## config.mk

```make
export PLATFORM = sky130hd
export DESIGN_NAME = switch_ingress_parser
export DESIGN_NICKNAME = d
export VERILOG_FILES = /design/src/rtl/switch_pkg.sv /design/src/rtl/sat_counter16.sv /design/src/rtl/switch_ingress_parser.sv
export SDC_FILE = /design/constraint.sdc
export NUM_CORES = 1
export LEC_CHECK = 0
export BUFFER_PORTS_ARGS = -buffer_cell sky130_fd_sc_hd__buf_2
export CAP_MARGIN = 10
export CORE_MARGIN = 1
export CORE_UTILIZATION = 25
export CTS_CLUSTER_SIZE = 10
export DETAILED_ROUTE_END_ITERATION = 8
export PLACE_DENSITY = 0.43
export SYNTH_ARGS = -nofsm -noshare
export SYNTH_HDL_FRONTEND = slang
export SYNTH_SLANG_ARGS = --single-unit
```

## constraint.sdc

```tcl
create_clock -name clk -period 4.9 [get_ports clk]
set_clock_uncertainty 0.15 [all_clocks]
set_input_delay 0.98 -clock clk [delete_from_list [all_inputs] [get_ports clk]]
set_output_delay 0.98 -clock clk [all_outputs]
set_load 0.05 [all_outputs]
```

## src/rtl/switch_pkg.sv

```systemverilog
// Shared definitions for the switch ingress path: header/descriptor field
// positions, frame limits, parser state encoding and a descriptor packer.
package switch_pkg;

    localparam int MAX_FRAME = 1600;
    localparam int MIN_LEN   = 16;

    localparam int HDR_LEN_HI_MSB  = 7;
    localparam int HDR_LEN_HI_LSB  = 4;
    localparam int HDR_PORTMAP_MSB = 3;
    localparam int HDR_PORTMAP_LSB = 0;

    localparam int DESC_ERR_BIT     = 15;
    localparam int DESC_PORTMAP_MSB = 14;
    localparam int DESC_PORTMAP_LSB = 11;
    localparam int DESC_LEN_MSB     = 10;

    typedef enum logic [2:0] {
        IDLE = 3'd0,
        HDR1 = 3'd1,
        BODY = 3'd2,
        PAD  = 3'd3,
        DROP = 3'd4
    } state_t;

    function automatic logic [15:0] make_desc(input logic err,
                                              input logic [3:0] portmap,
                                              input logic [10:0] len);
        logic [15:0] d;
        d = '0;
        d[DESC_ERR_BIT] = err;
        d[DESC_PORTMAP_MSB:DESC_PORTMAP_LSB] = portmap;
        d[DESC_LEN_MSB:0] = len;
        return d;
    endfunction

endpackage

```

## src/rtl/sat_counter16.sv

```systemverilog
// 16-bit event counter that sticks at all-ones instead of wrapping.
module sat_counter16 (
    input  logic        clk,
    input  logic        rstn,
    input  logic        en,
    output logic [15:0] count
);

    always_ff @(posedge clk or negedge rstn) begin
        if (!rstn) begin
            count <= '0;
        end else if (en && (count != 16'hFFFF)) begin
            count <= count + 16'd1;
        end
    end

endmodule

```

## src/rtl/switch_ingress_parser.sv

```systemverilog
// Ingress frame parser: decodes the 2-byte switch header, forwards body bytes
// to the data FIFO, emits one descriptor per frame and drives back-pressure.
module switch_ingress_parser
    import switch_pkg::*;
#(
    parameter int MAX_FRAME = switch_pkg::MAX_FRAME,
    parameter int MIN_LEN   = switch_pkg::MIN_LEN,
    parameter int DFREE_W   = 12
) (
    input  logic               clk,
    input  logic               rstn,
    input  logic               sof,
    input  logic               dv,
    input  logic [7:0]         data,
    output logic               bp,
    output logic               dfifo_wr,
    output logic [7:0]         dfifo_din,
    input  logic [DFREE_W-1:0] dfifo_free,
    output logic               ptr_fifo_wr,
    output logic [15:0]        ptr_fifo_din,
    input  logic               ptr_fifo_full,
    output logic [15:0]        drop_cnt,
    output logic [15:0]        frame_cnt
);

    localparam logic [DFREE_W-1:0] BP_LEVEL  = DFREE_W'(MAX_FRAME);
    localparam logic [11:0]        MIN_LEN_V = 12'(MIN_LEN);

    state_t      state, state_next;
    logic [3:0]  portmap, len_hi;
    logic [10:0] body_len, wcnt, wcnt_inc, body_len_c;
    logic [11:0] len_c;
    logic        desc_pend;
    logic [15:0] desc_hold;
    logic        start, hdr_bad, take_byte, last_byte, trunc, drop_en;
    logic        dfifo_wr_n, ptr_wr_n;
    logic [15:0] ptr_din_n;

    // A sof with dv opens a new frame from any state except the second header byte.
    assign start      = dv & sof & (state != HDR1);
    assign len_c      = {len_hi, data};
    assign body_len_c = len_c[10:0] - 11'd2;
    assign hdr_bad    = (len_c < MIN_LEN_V) | (dfifo_free < DFREE_W'(body_len_c)) | ptr_fifo_full;
    assign take_byte  = (state == BODY) & dv & ~sof;
    assign wcnt_inc   = wcnt + 11'd1;
    assign last_byte  = take_byte & (wcnt_inc == body_len);
    assign trunc      = (state == BODY) & (~dv | sof);
    assign drop_en    = (state == HDR1) & dv & hdr_bad;

    always_ff @(posedge clk or negedge rstn) begin
        if (!rstn) state <= IDLE;
        else       state <= state_next;
    end

    always_comb begin
        state_next = state;
        case (state)
            IDLE:      if (start) state_next = HDR1;
            HDR1: begin
                if (!dv)          state_next = IDLE;
                else if (hdr_bad) state_next = DROP;
                else              state_next = BODY;
            end
            BODY: begin
                if (!dv)            state_next = IDLE;
                else if (sof)       state_next = HDR1;
                else if (last_byte) state_next = PAD;
            end
            PAD, DROP: begin
                if (start)    state_next = HDR1;
                else if (!dv) state_next = IDLE;
            end
            default:   state_next = IDLE;
        endcase
    end

    // A normally completed frame posts its descriptor one cycle late (via
    // desc_pend); a truncated one is detected a cycle after its last byte.
    always_comb begin
        dfifo_wr_n = take_byte;
        ptr_wr_n   = desc_pend | trunc;
        ptr_din_n  = desc_pend ? desc_hold : make_desc(1'b1, portmap, wcnt);
    end

    always_ff @(posedge clk or negedge rstn) begin
        if (!rstn) begin
            bp           <= 1'b0;
            dfifo_wr     <= 1'b0;
            dfifo_din    <= '0;
            ptr_fifo_wr  <= 1'b0;
            ptr_fifo_din <= '0;
            desc_pend    <= 1'b0;
            desc_hold    <= '0;
            portmap      <= '0;
            len_hi       <= '0;
            body_len     <= '0;
            wcnt         <= '0;
        end else begin
            bp          <= (dfifo_free < BP_LEVEL) | ptr_fifo_full;
            dfifo_wr    <= dfifo_wr_n;
            ptr_fifo_wr <= ptr_wr_n;
            desc_pend   <= last_byte;
            if (take_byte) dfifo_din <= data;
            if (ptr_wr_n)  ptr_fifo_din <= ptr_din_n;
            if (last_byte) desc_hold <= make_desc(1'b0, portmap, body_len);
            if (start) begin
                portmap <= data[HDR_PORTMAP_MSB:HDR_PORTMAP_LSB];
                len_hi  <= data[HDR_LEN_HI_MSB:HDR_LEN_HI_LSB];
            end
            if (state == HDR1) begin
                body_len <= body_len_c;
                wcnt     <= '0;
            end else if (take_byte) begin
                wcnt <= wcnt_inc;
            end
        end
    end

    sat_counter16 u_drop_cnt (
        .clk   (clk),
        .rstn  (rstn),
        .en    (drop_en),
        .count (drop_cnt)
    );

    sat_counter16 u_frame_cnt (
        .clk   (clk),
        .rstn  (rstn),
        .en    (ptr_fifo_wr),
        .count (frame_cnt)
    );

endmodule
```

# --- After elaboration in Yosys (flattened, before gate mapping) ---
# Cells that the tools add are included.
totals:
  reg_bits: 108
  in_bits: 25
  wordCells: 65
op_classes:
  add_sub_neg: 4
  n_lt_le_gt_ge: 3
  eq_ne: 11
  n_mux: 12
  bitwise: 15
  reduce_logical: 6
op_table:
  columns: ["operator", "n"]
  rows:
  - ["$add A16 B1 Y16 const B", 2]
  - ["$ne A16 B16 Y1 const B", 2]
  - ["$mux W3", 8]
  - ["$mux W11", 2]
  - ["$mux W16", 1]
  - ["$lt A12 B11 Y1", 1]
  - ["$lt A12 B11 Y1 const B", 1]
  - ["$lt A12 B5 Y1 const B", 1]
  - ["$pmux W3 S4", 1]
  - ["$add A11 B1 Y11 const B", 1]
  - ["$eq A11 B11 Y1", 1]
  - ["$sub A11 B2 Y11 const B", 1]
  - ["$and A1 B1 Y1", 8]
  - ["$eq A3 B2 Y1 const B", 2]
  - ["$or A1 B1 Y1", 5]
  - ["$ne A4 B4 Y1 const B", 1]
  - ["$eq A3 B1 Y1 const B", 1]
  - ["$eq A3 B3 Y1 const B", 1]
  - ["$logic_not A3 Y1", 1]
  - ["$ne A3 B1 Y1 const B", 1]
  - ["$ne A3 B3 Y1 const B", 1]
  - ["$reduce_and A3 Y1", 1]
  - ["$logic_and A1 B1 Y1", 2]
  - ["$ne A2 B2 Y1 const B", 1]
  - ["3 further kinds", 4]

# --- Depth between registers and ports, before layout ---
depth:
  ltp_word: 8
  mapped_depth: 14
  depth_no_buf: 13

# --- Modules after synthesis ---
# A second synthesis with hierarchy kept.
unflattened:
  hier_cells: 524
  hier_area_um2: 5661.7
by_module_without_submodules:
  columns: ["mod", "n_inst", "cells_per_inst", "area_per_inst_um2", "seq_area_each_um2"]
  rows:
  - ["switch_ingress_parser", 1, 380, 3942.5, 1901.8]
  - ["sat_counter16", 2, 72, 859.6, 400.4]

# --- Worst setup path after synthesis ---
# No wires, ideal clock.
synth_timing:
  kind: "input port to flip-flop"
  from: "input data[1]"
  to: "register u_drop_cnt.count[13]"
  arrival_time_ns: 3.643
  required_time_ns: 4.670
  path_slack_ns: 1.027
  stages: 14
  path_buffers: 1
  path_cell_list: "inv_1 ha_1 nand2_1 or3_1 nor3_1 xnor2_1 ha_1 a21o_1 a211o_1 a211oi_1 o21ai_1 buf_2 nor3_1 xnor2_1"
synth_between:
  elab_chain_cells: 6
  word_cells_on_any_way: 7
synth_lines:
  columns: ["element", "line_no", "source"]
  rows:
  - ["start, declared", "switch_ingress_parser.sv:14", "input logic [7:0] data,"]
  - ["$sub A11 B2 Y11", "switch_ingress_parser.sv:42", "assign body_len_c = len_c[10:0] - 11'd2;"]
  - ["$lt A12 B11 Y1", "switch_ingress_parser.sv:43", "assign hdr_bad = (len_c < MIN_LEN_V) | (dfifo_free < DFREE_W'(body_len_c)) | ptr_fifo_full;"]
  - ["$or A1 B1 Y1 * (2 in series)", "switch_ingress_parser.sv:43", null]
  - ["$and A1 B1 Y1 *", "switch_ingress_parser.sv:48", "assign drop_en = (state == HDR1) & dv & hdr_bad;"]
  - ["$logic_and A1 B1 Y1 *", "sat_counter16.sv:12", "end else if (en && (count != 16'hFFFF)) begin"]
  - ["end signal, assigned", "sat_counter16.sv:13", "count <= count + 16'd1;"]
  - ["end, declared", "sat_counter16.sv:6", "output logic [15:0] count"]
# Mark *: on every way between the ends. The rest lies on a longest branch, timed or not.
# A chain may end at the register's enable or synchronous reset.

# --- Final worst setup path ---
layout_timing:
  from: "input data[1]"
  to: "register u_drop_cnt.count[11]"
layout_between:
  elab_chain_cells: 6
  word_cells_on_any_way: 7
layout_lines:
  columns: ["element", "line_no", "source"]
  rows:
  - ["$sub A11 B2 Y11", "switch_ingress_parser.sv:42", null]
  - ["via body_len_c[1]", "switch_ingress_parser.sv:31", "logic [10:0] body_len, wcnt, wcnt_inc, body_len_c;"]
  - ["$lt A12 B11 Y1", "switch_ingress_parser.sv:43", null]
  - ["$or A1 B1 Y1 (2 in series)", "switch_ingress_parser.sv:43", null]
  - ["$and A1 B1 Y1", "switch_ingress_parser.sv:48", null]
  - ["$logic_and A1 B1 Y1", "sat_counter16.sv:12", null]
# The timed path passes the listed nets, and every way through them passes these cells.

==> impl_metrics.prom <==
# TYPE chip_impl_metric gauge
chip_impl_metric{name="drtPass1Iterations",unit=""} 4
chip_impl_metric{name="arrival",unit="ns"} 4.13
chip_impl_metric{name="drc_violation_total_after_the_first_tritonroute_iteration",unit=""} 212
chip_impl_info{name="cell_with_the_biggest_individual_delay_on_the_critical_path",value="sky130_fd_sc_hd__a211oi_1"} 1
chip_impl_metric{name="place.port_buffers",unit=""} 83
chip_impl_metric{name="power_density",unit="nW/µm²"} 441
chip_impl_metric{name="compound_cell_area_share_of_the_yosys_netlist",unit=""} 0.0823
chip_impl_metric{name="share_of_async_settable_or_async_resettable_flops_after_synthesis",unit=""} 1.00
chip_impl_metric{name="post_synth_mux_area_share",unit=""} 0.0887
chip_impl_info{name="largest_family_of_logic_cells_by_synthesized_area",value="simple AND/OR/NAND/NOR gates"} 1
chip_impl_metric{name="syn_to_final_growth",unit="%"} 20.6
chip_impl_metric{name="final-hold-violation-count",unit=""} 0
chip_impl_metric{name="tns",unit="ns"} 0
chip_impl_metric{name="grt.total_usage",unit=""} 0.128
chip_impl_metric{name="layout-drive-gt1-share",unit=""} 0.229
chip_impl_metric{name="crit_path_max_incr_delay",unit="ns"} 0.37
chip_impl_metric{name="synth_fa_ha_area_frac",unit=""} 0.0334
chip_impl_info{name="start_kind",value="primary input"} 1
chip_impl_metric{name="timing.critical_path.fanout_max",unit=""} 16
chip_impl_info{name="timing.critical_path.cells",value="buf_2 > inv_1 > ha_1 > nand2_1 > or3_1 > nor3_1 > xnor2_1 > ha_1 > a21o_1 > a211o_1 > a211oi_1 > o21ai_1 > buf_4 > nor4_1 > xor2_1"} 1
chip_impl_metric{name="floorplan.die.height",unit="µm"} 147
chip_impl_metric{name="synth.ff_latch_count",unit=""} 108
chip_impl_metric{name="max-slew-margin-rel",unit=""} 0.347
chip_impl_metric{name="drv_cap",unit=""} 0
chip_impl_metric{name="minimum_period_implied_by_the_final_worst_setup_slack",unit="ns"} 4.01
chip_impl_info{name="worst_hold_path_type",value="reg -> reg"} 1
chip_impl_metric{name="clk_latency",unit="ns"} 0.35
chip_impl_metric{name="core_area",unit="µm²"} 20400
chip_impl_info{name="ys.flop_type",value="sky130_fd_sc_hd__dfrtp_1"} 1
chip_impl_metric{name="layout_worst_path_cycle_share",unit=""} 0.818
chip_impl_metric{name="yosys.area_share.simple",unit=""} 0.168
chip_impl_metric{name="clock_tree.buffer_depth",unit=""} 2
chip_impl_metric{name="design.portCount",unit=""} 84
chip_impl_metric{name="grt_pass1_wl",unit="µm"} 21400
chip_impl_metric{name="ir_worst_vdd",unit="µV"} 226
chip_impl_metric{name="f_max",unit="MHz"} 249
chip_impl_info{name="critPathKind",value="in -> reg"} 1
chip_impl_metric{name="synth_cells",unit=""} 501
chip_impl_metric{name="fp-row-count",unit=""} 52
chip_impl_metric{name="vias",unit=""} 3850
chip_impl_metric{name="cts_buffers",unit=""} 9
chip_impl_metric{name="max_slew.worst_pin.slew",unit="ns"} 0.977
chip_impl_metric{name="grt_max_degree",unit=""} 42
chip_impl_metric{name="antenna_left",unit=""} 0
chip_impl_metric{name="synth.yosys.warnings",unit=""} 0
chip_impl_metric{name="synth_nets",unit=""} 540
chip_impl_metric{name="pleak",unit="nW"} 3.08
chip_impl_metric{name="drt_wl_total",unit="µm"} 13000
chip_impl_metric{name="post_placement_setup_slack",unit="ns"} 0.488
chip_impl_metric{name="globalRoute.totalOverflow",unit=""} 0
chip_impl_metric{name="drc",unit=""} 0
chip_impl_metric{name="synth_cell_type_count",unit=""} 48
chip_impl_metric{name="cts.repair_timing.setup_buffer_count",unit=""} 0
chip_impl_metric{name="initial_core_util",unit=""} 0.257
chip_impl_metric{name="setup_viol",unit=""} 0
chip_impl_metric{name="detailedPlacementHpwl",unit="µm"} 9540
chip_impl_info{name="run_status",value="finished, final reports clean"} 1
chip_impl_metric{name="post_drt_wl_per_cell",unit="µm"} 15.1
chip_impl_metric{name="diodes",unit=""} 0
chip_impl_metric{name="slew_viol_final",unit=""} 0
chip_impl_info{name="worst_setup_path_end_kind",value="flop"} 1
chip_impl_metric{name="fp.dieArea",unit="µm²"} 21600
chip_impl_metric{name="place.gp.congestion",unit=""} 0.795
chip_impl_info{name="clk_root_buffer_cell",value="sky130_fd_sc_hd__clkbuf_16"} 1
chip_impl_info{name="cts_tree",value="yes"} 1
chip_impl_info{name="layout.cells.most_common",value="sky130_fd_sc_hd__dfrtp_1"} 1
chip_impl_metric{name="clock_sink_count",unit=""} 108
chip_impl_metric{name="post_drt_via_cell_ratio",unit=""} 4.48
chip_impl_metric{name="synth_sequential_area_ratio",unit=""} 0.515
chip_impl_info{name="critPathMostFrequentCell",value="sky130_fd_sc_hd__ha_1"} 1
chip_impl_metric{name="cts.repair.resized",unit=""} 0
chip_impl_metric{name="final_nets",unit=""} 624
chip_impl_metric{name="dieWidth",unit="µm"} 147
chip_impl_info{name="grt_setup_unrepaired",value="false"} 1
chip_impl_metric{name="setup_ws",unit="ns"} 0.892
chip_impl_metric{name="first_global_vias",unit=""} 3822
chip_impl_metric{name="synth_edf_count",unit=""} 0
chip_impl_metric{name="synth_area_per_cell",unit="µm²"} 10.5
chip_impl_metric{name="netlist_area",unit="µm²"} 5250
chip_impl_info{name="mostFrequentLayoutCells",value="sky130_fd_sc_hd__dfrtp_1 (108), sky130_fd_sc_hd__buf_2 (82), sky130_fd_sc_hd__nand2_1 (80)"} 1
chip_impl_metric{name="xor_xnor_fraction_of_synth_area",unit=""} 0.0916
chip_impl_metric{name="timing.critical_path.required",unit="ns"} 5.02
chip_impl_metric{name="clkSlewWorstSetupHoldPaths",unit="ns"} 0.08
chip_impl_metric{name="clock_tree.htree_level_count",unit=""} 3
chip_impl_metric{name="number_of_antenna_violations_at_the_first_check_in_global_routing",unit=""} 0
chip_impl_metric{name="cts_hold_buffers",unit=""} 0
==> cells by family after synthesis <==
logic type	Yosys count
AO/OA/AOI/OAI	73
XOR/XNOR	54
adder cells (fa/ha/maj)	14
buffers and inverters	26
flip-flops	108
multiplexers	40
AND/OR/NAND/NOR	186
==> report_power, final <==
group          internal, mW  switching (mW)  total (mW)
combinational         0.210           0.560       0.770
sequential             1.03           0.129        1.16
clock                 0.528           0.333       0.861
total                  1.77            1.02        2.79
==> metrics by stage <==
step                      power, mW  std cells   util  instance area [µm²]  hold WS (ns)
final                          2.79        860  0.310                 6330         0.337
after global routing           2.94        860  0.310                 6330         0.369
after CTS                      2.83        860  0.310                 6330         0.344
after detailed placement       1.96        844  0.293                 5980         0.319
after global placement         1.95        844  0.293                 5980         0.310
after floorplan                1.72        501      -                 5250         0.299
==> synthesized netlist by cell type (4+ instances only) <==
| cell | n | area [µm²] |
|---|---|---|
| sky130_fd_sc_hd__a21o_1 | 4 | 30.0 |
| sky130_fd_sc_hd__a21oi_1 | 5 | 25.0 |
| sky130_fd_sc_hd__and3_1 | 6 | 37.5 |
| sky130_fd_sc_hd__clkbuf_1 | 12 | 45.0 |
| sky130_fd_sc_hd__dfrtp_1 | 108 | 2700 |
| sky130_fd_sc_hd__ha_1 | 14 | 175 |
| sky130_fd_sc_hd__inv_1 | 9 | 33.8 |
| sky130_fd_sc_hd__mux2_2 | 16 | 180 |
| sky130_fd_sc_hd__mux2_4 | 9 | 135 |
| sky130_fd_sc_hd__mux2i_1 | 15 | 150 |
| sky130_fd_sc_hd__nand2_1 | 80 | 300 |
| sky130_fd_sc_hd__nand2b_1 | 7 | 43.8 |
| sky130_fd_sc_hd__nand3_1 | 14 | 70.1 |
| sky130_fd_sc_hd__nand4_1 | 7 | 43.8 |
| sky130_fd_sc_hd__nor2_1 | 32 | 120 |
| sky130_fd_sc_hd__nor3_1 | 14 | 70.1 |
| sky130_fd_sc_hd__nor4_1 | 7 | 43.8 |
| sky130_fd_sc_hd__o21ai_0 | 45 | 225 |
| sky130_fd_sc_hd__o31ai_1 | 6 | 45.0 |
| sky130_fd_sc_hd__xnor2_1 | 30 | 263 |
| sky130_fd_sc_hd__xor2_1 | 23 | 201 |
==> flip-flops by register name (all words and copies together) (netlist names) <==
register,cells
desc_hold,15
u_drop_cnt.count,16
dfifo_wr,1
ptr_fifo_wr,1
ptr_fifo_din,16
dfifo_din,8
body_len,11
len_hi,4
bp,1
desc_pend,1
wcnt,11
portmap,4
state,3
u_frame_cnt.count,16
==> layout make-up <==
cell class              count  area, µm²
clock buffers              12        256
clock inverters             4       95.1
fillers                  2168      14100
inverters                  10       37.5
multi-input cells         367       2430
flip-flops and latches    108       2700
well taps                 270        338
repair buffers             89        463
==> metal layers <==
metal  track usage  share of wire
met5             0              0
met4        0.0510          0.015
met3        0.0193          0.026
met2         0.190           0.44
met1         0.184           0.52
==> final timing paths <==
path	slack, ns	depth (start not counted)	startpoint	endpoint
max in group asynchronous	3.25	2	rstn	u_frame_cnt.count[4]
worst max register to register	1.56	11	len_hi[0]	u_drop_cnt.count[11]
worst min-delay path	0.34	2	dfifo_din[7]	dfifo_din[7]
worst min register to register	0.34	2	dfifo_din[7]	dfifo_din[7]
min in group asynchronous	0.44	1	rstn	dfifo_din[7]
worst max-delay path	0.89	15	data[1]	u_drop_cnt.count[11]
==> worst max-delay path: cells and delay by family <==
kind	cells	cell delay [ns]
buffers and inverters	3	0.44
adder cells (fa/ha/maj)	2	0.46
AO/OA/AOI/OAI	4	0.96
AND/OR/NAND/NOR	4	0.95
XOR/XNOR	2	0.34
No activity file was read; power rests on OpenSTA's default activity.
